==> src/rtl/uart_tx_word_ctrl.sv <==
// Word-wide FIFO to uart_tx bridge: pops one FIFO word and
// streams its slices as single characters with optional gaps.
module uart_tx_word_ctrl #(
  parameter int FIFO_WIDTH      = 32,
  parameter int UART_DATA_WIDTH = 8,
  parameter int MSB_FIRST       = 0,
  parameter int FIFO_RD_LATENCY = 1,
  parameter int GAP_CYCLES      = 0
) (
  input  logic                       clk,
  input  logic                       rst,
  input  logic                       enable,
  input  logic                       f_empty,
  input  logic [FIFO_WIDTH-1:0]      fifo_read_data,
  output logic                       fifo_read_en,
  input  logic                       uart_tx_done,
  output logic                       uart_dv,
  output logic [UART_DATA_WIDTH-1:0] uart_data,
  output logic                       busy,
  output logic                       word_done
);

  localparam int BYTES = FIFO_WIDTH / UART_DATA_WIDTH;
  localparam logic [2:0] LAT_LD = 3'(FIFO_RD_LATENCY - 1);
  localparam logic [7:0] GAP_LD =
    (GAP_CYCLES > 0) ? 8'(GAP_CYCLES - 1) : 8'd0;

  typedef enum logic [2:0] {
    IDLE, READ, WAIT, LOAD, SEND, ACK, GAP
  } state_t;

  state_t state, state_n;

  logic [FIFO_WIDTH-1:0]      sreg, sreg_n, src;
  logic [3:0]                 slices, slices_n;
  logic [2:0]                 lat, lat_n;
  logic [7:0]                 gap, gap_n;
  logic [UART_DATA_WIDTH-1:0] data_n;
  logic                       done_n;

  always_comb begin
    state_n  = state;
    sreg_n   = sreg;
    slices_n = slices;
    lat_n    = lat;
    gap_n    = gap;
    data_n   = uart_data;
    done_n   = 1'b0;
    src      = (state == LOAD) ? fifo_read_data : sreg;

    unique case (state)
      IDLE: if (enable && !f_empty) state_n = READ;
      READ: begin
        lat_n   = LAT_LD;
        state_n = (FIFO_RD_LATENCY == 1) ? LOAD : WAIT;
      end
      WAIT: begin
        lat_n = lat - 3'd1;
        if (lat <= 3'd1) state_n = LOAD;
      end
      LOAD: begin
        slices_n = 4'(BYTES);
        state_n  = SEND;
      end
      SEND: state_n = ACK;
      ACK: if (uart_tx_done) begin
        slices_n = slices - 4'd1;
        if (GAP_CYCLES > 0) begin
          state_n = GAP;
          gap_n   = GAP_LD;
        end else if (slices > 4'd1) begin
          state_n = SEND;
        end else begin
          state_n = IDLE;
          done_n  = 1'b1;
        end
      end
      GAP: begin
        if (gap != 8'd0) begin
          gap_n = gap - 8'd1;
        end else if (slices != 4'd0) begin
          state_n = SEND;
        end else begin
          state_n = IDLE;
          done_n  = 1'b1;
        end
      end
      default: state_n = IDLE;
    endcase

    // Character is picked and the word shifted on entry to SEND
    if (state_n == SEND) begin
      if (MSB_FIRST != 0) begin
        data_n = src[FIFO_WIDTH-1 -: UART_DATA_WIDTH];
        sreg_n = src << UART_DATA_WIDTH;
      end else begin
        data_n = src[UART_DATA_WIDTH-1:0];
        sreg_n = src >> UART_DATA_WIDTH;
      end
    end
    if (done_n) data_n = '0;
  end

  always_ff @(posedge clk) begin
    if (rst) begin
      state        <= IDLE;
      sreg         <= '0;
      slices       <= '0;
      lat          <= '0;
      gap          <= '0;
      fifo_read_en <= 1'b0;
      uart_dv      <= 1'b0;
      uart_data    <= '0;
      busy         <= 1'b0;
      word_done    <= 1'b0;
    end else begin
      state        <= state_n;
      sreg         <= sreg_n;
      slices       <= slices_n;
      lat          <= lat_n;
      gap          <= gap_n;
      fifo_read_en <= (state_n == READ);
      uart_dv      <= (state_n == SEND);
      uart_data    <= data_n;
      busy         <= (state_n != IDLE);
      word_done    <= done_n;
    end
  end

endmodule

==> config.mk <==
export PLATFORM = sky130hd
export DESIGN_NAME = uart_tx_word_ctrl
export DESIGN_NICKNAME = d
export VERILOG_FILES = /design/src/rtl/uart_tx_word_ctrl.sv
export SDC_FILE = /design/constraint.sdc
export NUM_CORES = 1
export LEC_CHECK = 0
export CORE_ASPECT_RATIO = 0.5
export CORE_UTILIZATION = 40
export CTS_BUF_LIST = sky130_fd_sc_hd__clkbuf_4 sky130_fd_sc_hd__clkbuf_8
export CTS_CLUSTER_SIZE = 28
export DETAILED_ROUTE_END_ITERATION = 12
export GPL_TIMING_DRIVEN = 0
export PLACE_DENSITY = 0.6
export SLEW_MARGIN = 25
export SYNTH_ARGS = -nofsm -noshare
export SYNTH_HDL_FRONTEND = slang
export SYNTH_SLANG_ARGS = --single-unit
==> constraint.sdc <==
create_clock -name clk -period 5.6 [get_ports clk]
set_input_delay 1.12 -clock clk [delete_from_list [all_inputs] [get_ports clk]]
set_output_delay 1.12 -clock clk [all_outputs]
set_load 0.01 [all_outputs]
==> results.sh, run 1 <==
export IMPL_status="finished, final reports clean"
export IMPL_die_w_um=119
export IMPL_routed_top_layer="met4"
export IMPL_grtUsageTotal_pct=20.1
export IMPL_synth_cell_types=49
export IMPL_dr_total_vias=2297
export IMPL_ff2ff_path_depth=7
export IMPL_netlist_top_cells_area="dfxtp_1 39%, mux2i_1 9.1%, a211oi_2 7.3%"
export IMPL_rsz0062_at_grt="no"
export IMPL_cts_num_sinks=54
export IMPL_cts_clk_slew_worst_paths_ps=100
export IMPL_startpoint="uart_tx_done"
export IMPL_cts_made_buffers=5
export IMPL_dieArea_um2=7240
export IMPL_yosysWarnings=0
export IMPL_wire_per_inst_um=15.8
export IMPL_drive_above_1_share_pct=14.8
export IMPL_period_share_pct=53.4
export IMPL_drtAntennaViolNets=0
export IMPL_hold_buffers=0
export IMPL_maxSlewViolCount=0
export IMPL_max_cap_viol_count=0
export IMPL_synth_seq_cells=54
export IMPL_p_leak_nw=1.41
export IMPL_antenna_cells=0
export IMPL_power_frac_comb_pct=28.6
export IMPL_cts_resized=0
export IMPL_drc_errors=0
export IMPL_cts_max_level=2
export IMPL_wirelength_mm=6.74
export IMPL_rr_endpoint="sreg[10]"
export IMPL_worst_slack_ps=2610
export IMPL_cts_setup_buffers=0
export IMPL_grt_first_pass_wirelength_mm=11.0
export IMPL_synthTopCellsByCount="54 x dfxtp_1, 25 x mux2i_1, 20 x nor2_1, 18 x a31oi_1, 16 x a211oi_2"
export IMPL_hold_violations=0
export IMPL_power_switching_uw=309
export IMPL_synth_cells=283
export IMPL_gp_congestion=0.765
export IMPL_synthesis_nets=326
export IMPL_yosysMostFrequentCell="dfxtp_1"
export IMPL_wl_met1_mm=3.29
export IMPL_ys_dominant_reg_cell="dfxtp_1"
export IMPL_path_max_fanout=10
export IMPL_num_rows=20
export IMPL_area_growth_pct=25.2
export IMPL_syn_area_um2=2750
export IMPL_powerDensity_nw_per_um2=286
export IMPL_power_share_clock_pct=27.6
export IMPL_io_pins=49
export IMPL_dp_hpwl_mm=4.94
export IMPL_crit_end="sreg[10]"
export IMPL_clockRootBuffer="clkbuf_8"
export IMPL_synth_edf_count=0
export IMPL_seqPwrFrac_pct=43.8
export IMPL_worst_slew_pin_slew_ps=888
export IMPL_rrSetupSlack_ps=3290
export IMPL_setup_viol=0
export IMPL_period_needed_ps=2990
export IMPL_max_slew_margin_rel_pct=40.4
export IMPL_start_kind="input pin"
export IMPL_critPathKind="in -> reg"
export IMPL_fmax_mhz=334
export IMPL_die_h_um=60.7
export IMPL_nets=380
export IMPL_clk_path_buf_depth=2
export IMPL_finalSetupTns_ps=0
export IMPL_antenna_found_initial=0
export IMPL_io_buffer_count=47
export IMPL_ir_drop_mv=0.130
export IMPL_met3_length_um=322
export IMPL_fin_skew_ps=6.80
export IMPL_grt_overflow=0
export IMPL_clock_latency_ps=320
export IMPL_async_reset_ff_share_pct=0
export IMPL_wl_met2_mm=3.05
export IMPL_worst_ep_arrival_time_ps=3230
export IMPL_synth_area_per_cell_um2=9.73
export IMPL_rr_startpoint="lat[1]"
export IMPL_hp_class="reg -> reg"
export IMPL_synth_largest_area_cell="dfxtp_1"
export IMPL_internal_power_uw=678
export IMPL_cts_tree="yes"
export IMPL_grt_pass1_vias=2290
export IMPL_drtPass1Iterations=4
export IMPL_via_per_inst=5.39
export IMPL_start_util_pct=43.3
export IMPL_end_kind="flop"
export IMPL_hold_ws_ps=467
export IMPL_grt_max_degree=16
export IMPL_p_sw_share_pct=31.3
export IMPL_ys_seq_area_share_pct=39.3
export IMPL_synth_top_area_share_pct=39.3
export IMPL_place_ws_ps=2330
export IMPL_total_power_uw=987
export IMPL_coreArea_um2=6360
export IMPL_drt_initial_drc_count=172
export IMPL_crit_required_ps=5840
sequential cells by signal, indices dropped and copies added, names as in the netlist, 3 cells and up:
signal,count
gap,8
state,3
uart_data,8
lat,3
slices,4
sreg,24
power by group through the flow:
stage | Combinational (mW) | Sequential, mW | Clock, mW
2_1_floorplan | 0.182 | 0.441 | 0
3_3_place_gp | 0.275 | 0.440 | 0
3_5_place_dp | 0.279 | 0.441 | 0
4_1_cts | 0.281 | 0.432 | 0.281
5_1_grt | 0.309 | 0.436 | 0.299
6_report | 0.283 | 0.432 | 0.272
metal layers:
layer / up-vias / track usage (%)
li1: 1155 / -
met1: 1100 / 26.4
met2: 38 / 32.7
met3: 4 / 4.89
met4: 0 / 8.04
met5: - / 0
worst max-delay path, stage by stage:
cell	delay [ps]
clkdlybuf4s50_1	480
and3_1	160
a211oi_1	50
a31oi_1	550
clkbuf_1	470
a31oi_1	170
a211oi_2	220
cells in the final DEF, fill, tap and decap left out, drive strengths merged, types with 2 or more instances in the layout:
cell,n
dfxtp,54
clkdlybuf4s50,47
mux2i,25
nor2,21
a211oi,20
a31oi,18
nand2,15
inv,14
buf,14
clkbuf,14
o32ai,8
nand4,8
o211a,8
a21oi,7
nor4,6
nand2b,6
xor2,6
ha,6
o21ai,5
nor3,5
xnor2,3
and3,3
and2,2
or3,2
or3b,2
through the flow:
| stage | std cells | utilization (%) | area [µm²] |
|---|---|---|---|
| after floorplan | 283 | - | 2750 |
| after global placement | 418 | 52.5 | 3330 |
| after detailed placement | 418 | 52.5 | 3330 |
| after CTS | 426 | 54.3 | 3450 |
| after global routing | 426 | 54.3 | 3450 |
| final | 426 | 54.3 | 3450 |
worst min path at each step:
stage / cells past startpoint / start / endpoint
6_report: 2 / sreg[20] / sreg[20]
3_5_place_dp: 2 / sreg[18] / sreg[18]
5_1_grt: 2 / sreg[20] / sreg[20]
2_1_floorplan: 2 / sreg[16] / sreg[16]
3_3_place_gp: 2 / sreg[19] / sreg[19]
4_1_cts: 2 / sreg[18] / sreg[18]
kinds of logic (layout without fill, tap and decap cells):
| logic type | Yosys count | count (layout) | synth area share [%] |
|---|---|---|---|
| multiplexers | 25 | 25 | 9.09 |
| buffers and inverters | 36 | 91 | 6.41 |
| adder cells (fa/ha/maj) | 6 | 6 | 2.73 |
| AND/OR/NAND/NOR | 79 | 79 | 16.4 |
| AO/OA/AOI/OAI | 74 | 74 | 23.2 |
| flip-flops | 54 | 54 | 39.3 |
| XOR/XNOR | 9 | 9 | 2.86 |
final cells by class:
class                      count  area, µm²
inverter                      15       56.3
tap                           88        110
timing repair buffer          47        470
clock inverter                 1       30.0
sequential                    54       1080
fill                         602       2910
multi-input combinational    193       1500
clock buffer                   7       83.8
buffer                        21        120
No activity file was read; power rests on OpenSTA's default activity.
==> run 2: changes to the inputs <==
- PLACE_DENSITY: 0.6 -> 0.63
- clock period: 5.6 -> 2.69 ns (I/O delays scaled with it)
==> run 2 against run 1 <==
Combinational power grew 110%; clock-buffer cell count is the same; largest cell class unchanged; sequential share of layout area grew 0.080 points; global-route usage shrank 1.1 points; via count grew 1.5%; first-iteration DRC count shrank 29%; flip-flop and latch count is the same; register-to-register slack lost 2800 ps; highest routed layer unchanged; critical path type unchanged; largest power group unchanged; clock skew grew 5.6 ps; final cell count is the same; wire length shrank 3.3%.
==> results.sh, run 2 (synthesis gave the netlist of run 1 again) <==
export IMPL_finalSetupTns_ps=0
export IMPL_end_kind="flop"
export IMPL_grt_pass1_vias=2281
export IMPL_cts_num_sinks=54
export IMPL_placed_cells=418
export IMPL_critPathKind="in -> reg"
export IMPL_place_ws_ps=36.2
export IMPL_cts_resized=0
export IMPL_drtPass1Iterations=4
export IMPL_crit_required_ps=2930
export IMPL_cts_clk_slew_worst_paths_ps=100
export IMPL_antenna_found_initial=0
export IMPL_drt_initial_drc_count=122
export IMPL_die_h_um=60.7
export IMPL_clk_path_buf_depth=2
export IMPL_coreArea_um2=6360
export IMPL_dp_hpwl_mm=4.89
export IMPL_rsz0062_at_grt="no"
export IMPL_layout_commonest_cell="dfxtp_1"
export IMPL_drtAntennaViolNets=0
export IMPL_worst_slew_pin_slew_ps=847
export IMPL_p_leak_nw=1.40
export IMPL_ir_drop_mv=0.261
export IMPL_grt_max_degree=17
export IMPL_path_max_fanout=10
export IMPL_dieArea_um2=7240
export IMPL_maxSlewViolCount=0
export IMPL_cts_tree="yes"
export IMPL_hold_buffers=0
export IMPL_cts_max_level=2
export IMPL_status="finished, final reports clean"
export IMPL_period_share_pct=88.1
export IMPL_antenna_cells=0
export IMPL_start_util_pct=43.3
export IMPL_period_needed_ps=2370
export IMPL_hp_class="in -> reg"
export IMPL_clockRootBuffer="clkbuf_8"
export IMPL_via_per_inst=5.47
export IMPL_seqPwrFrac_pct=45.3
export IMPL_worst_slack_ps=321
export IMPL_cts_setup_buffers=0
export IMPL_max_cap_viol_count=0
export IMPL_mostFrequentLayoutCells="54 x dfxtp_1, 47 x clkdlybuf4s50_1, 25 x mux2i_1"
export IMPL_drc_errors=0
export IMPL_io_buffer_count=47
export IMPL_nets=380
export IMPL_drive_above_1_share_pct=14.8
export IMPL_stdcell_count=426
export IMPL_powerDensity_nw_per_um2=578
export IMPL_worst_ep_arrival_time_ps=2610
export IMPL_internal_power_mw=1.35
export IMPL_max_slew_margin_rel_pct=43.1
export IMPL_dr_total_vias=2332
export IMPL_fmax_mhz=422
export IMPL_largest_reg_flops=24
export IMPL_power_frac_comb_pct=29.3
export IMPL_clock_latency_ps=310
export IMPL_cts_made_buffers=5
export IMPL_wirelength_mm=6.52
export IMPL_gp_congestion=0.746
export IMPL_fin_skew_ps=12.4
export IMPL_total_power_mw=1.99
export IMPL_setup_viol=0
export IMPL_die_w_um=119
export IMPL_power_share_clock_pct=25.4
export IMPL_area_growth_pct=24.9
export IMPL_io_pins=49
export IMPL_grt_first_pass_wirelength_mm=10.6
export IMPL_p_sw_share_pct=32.1
export IMPL_start_kind="input pin"
export IMPL_largestRegisters="sreg x24, gap x8, uart_data x8"
export IMPL_num_rows=20
export IMPL_grtUsageTotal_pct=19.0
export IMPL_hold_violations=0
export IMPL_grt_overflow=0
export IMPL_top_register="sreg"
export IMPL_wire_per_inst_um=15.3
export IMPL_power_switching_uw=638
==> run 2: final timing paths <==
path | start | end | slack (ps) | cells past startpoint
max | uart_tx_done | sreg[13] | 320 | 7
min | rst | state[1] | 450 | 2
max reg2reg | state[2] | sreg[13] | 460 | 7
min reg2reg | sreg[20] | sreg[20] | 470 | 2
==> run 2: power by group through the flow <==
stage	sequential (mW)	combinational, mW	clock [mW]
5_1_grt	0.909	0.633	0.551
6_report	0.899	0.583	0.505
3_5_place_dp	0.917	0.578	0
4_1_cts	0.899	0.581	0.527
3_3_place_gp	0.916	0.569	0
2_1_floorplan	0.919	0.379	0
==> run 2: layout make-up <==
class	count	area [µm²]
clock buffers	7	96.3
well taps	88	110
repair buffers	47	470
plain buffers	21	120
clock inverters	1	8.76
multi-input cells	193	1500
flip-flops and latches	54	1080
inverters	15	56.3
fillers	586	2920
==> run 2: per-layer routing <==
layer,GRT usage (%),vias to the layer above,wire length [µm]
met5,0,-,0
met4,5.89,0,73
met3,3.48,6,278
met2,34.6,42,3080
met1,23.7,1122,3090
li1,-,1162,-
==> run 2: critical path, cell delays in order <==
cell and delay (ps):
clkdlybuf4s50_1 470, and3_1 160, a211oi_1 60, a31oi_1 530
clkbuf_1 440, a31oi_1 180, a211oi_2 220
==> run 2: through the flow <==
stage	instance area [µm²]	util, %	hold slack [ps]
after CTS	3440	54.1	446
after global placement	3330	52.5	448
after global routing	3440	54.1	452
after detailed placement	3330	52.5	453
after floorplan	2750	-	440
final	3440	54.1	450
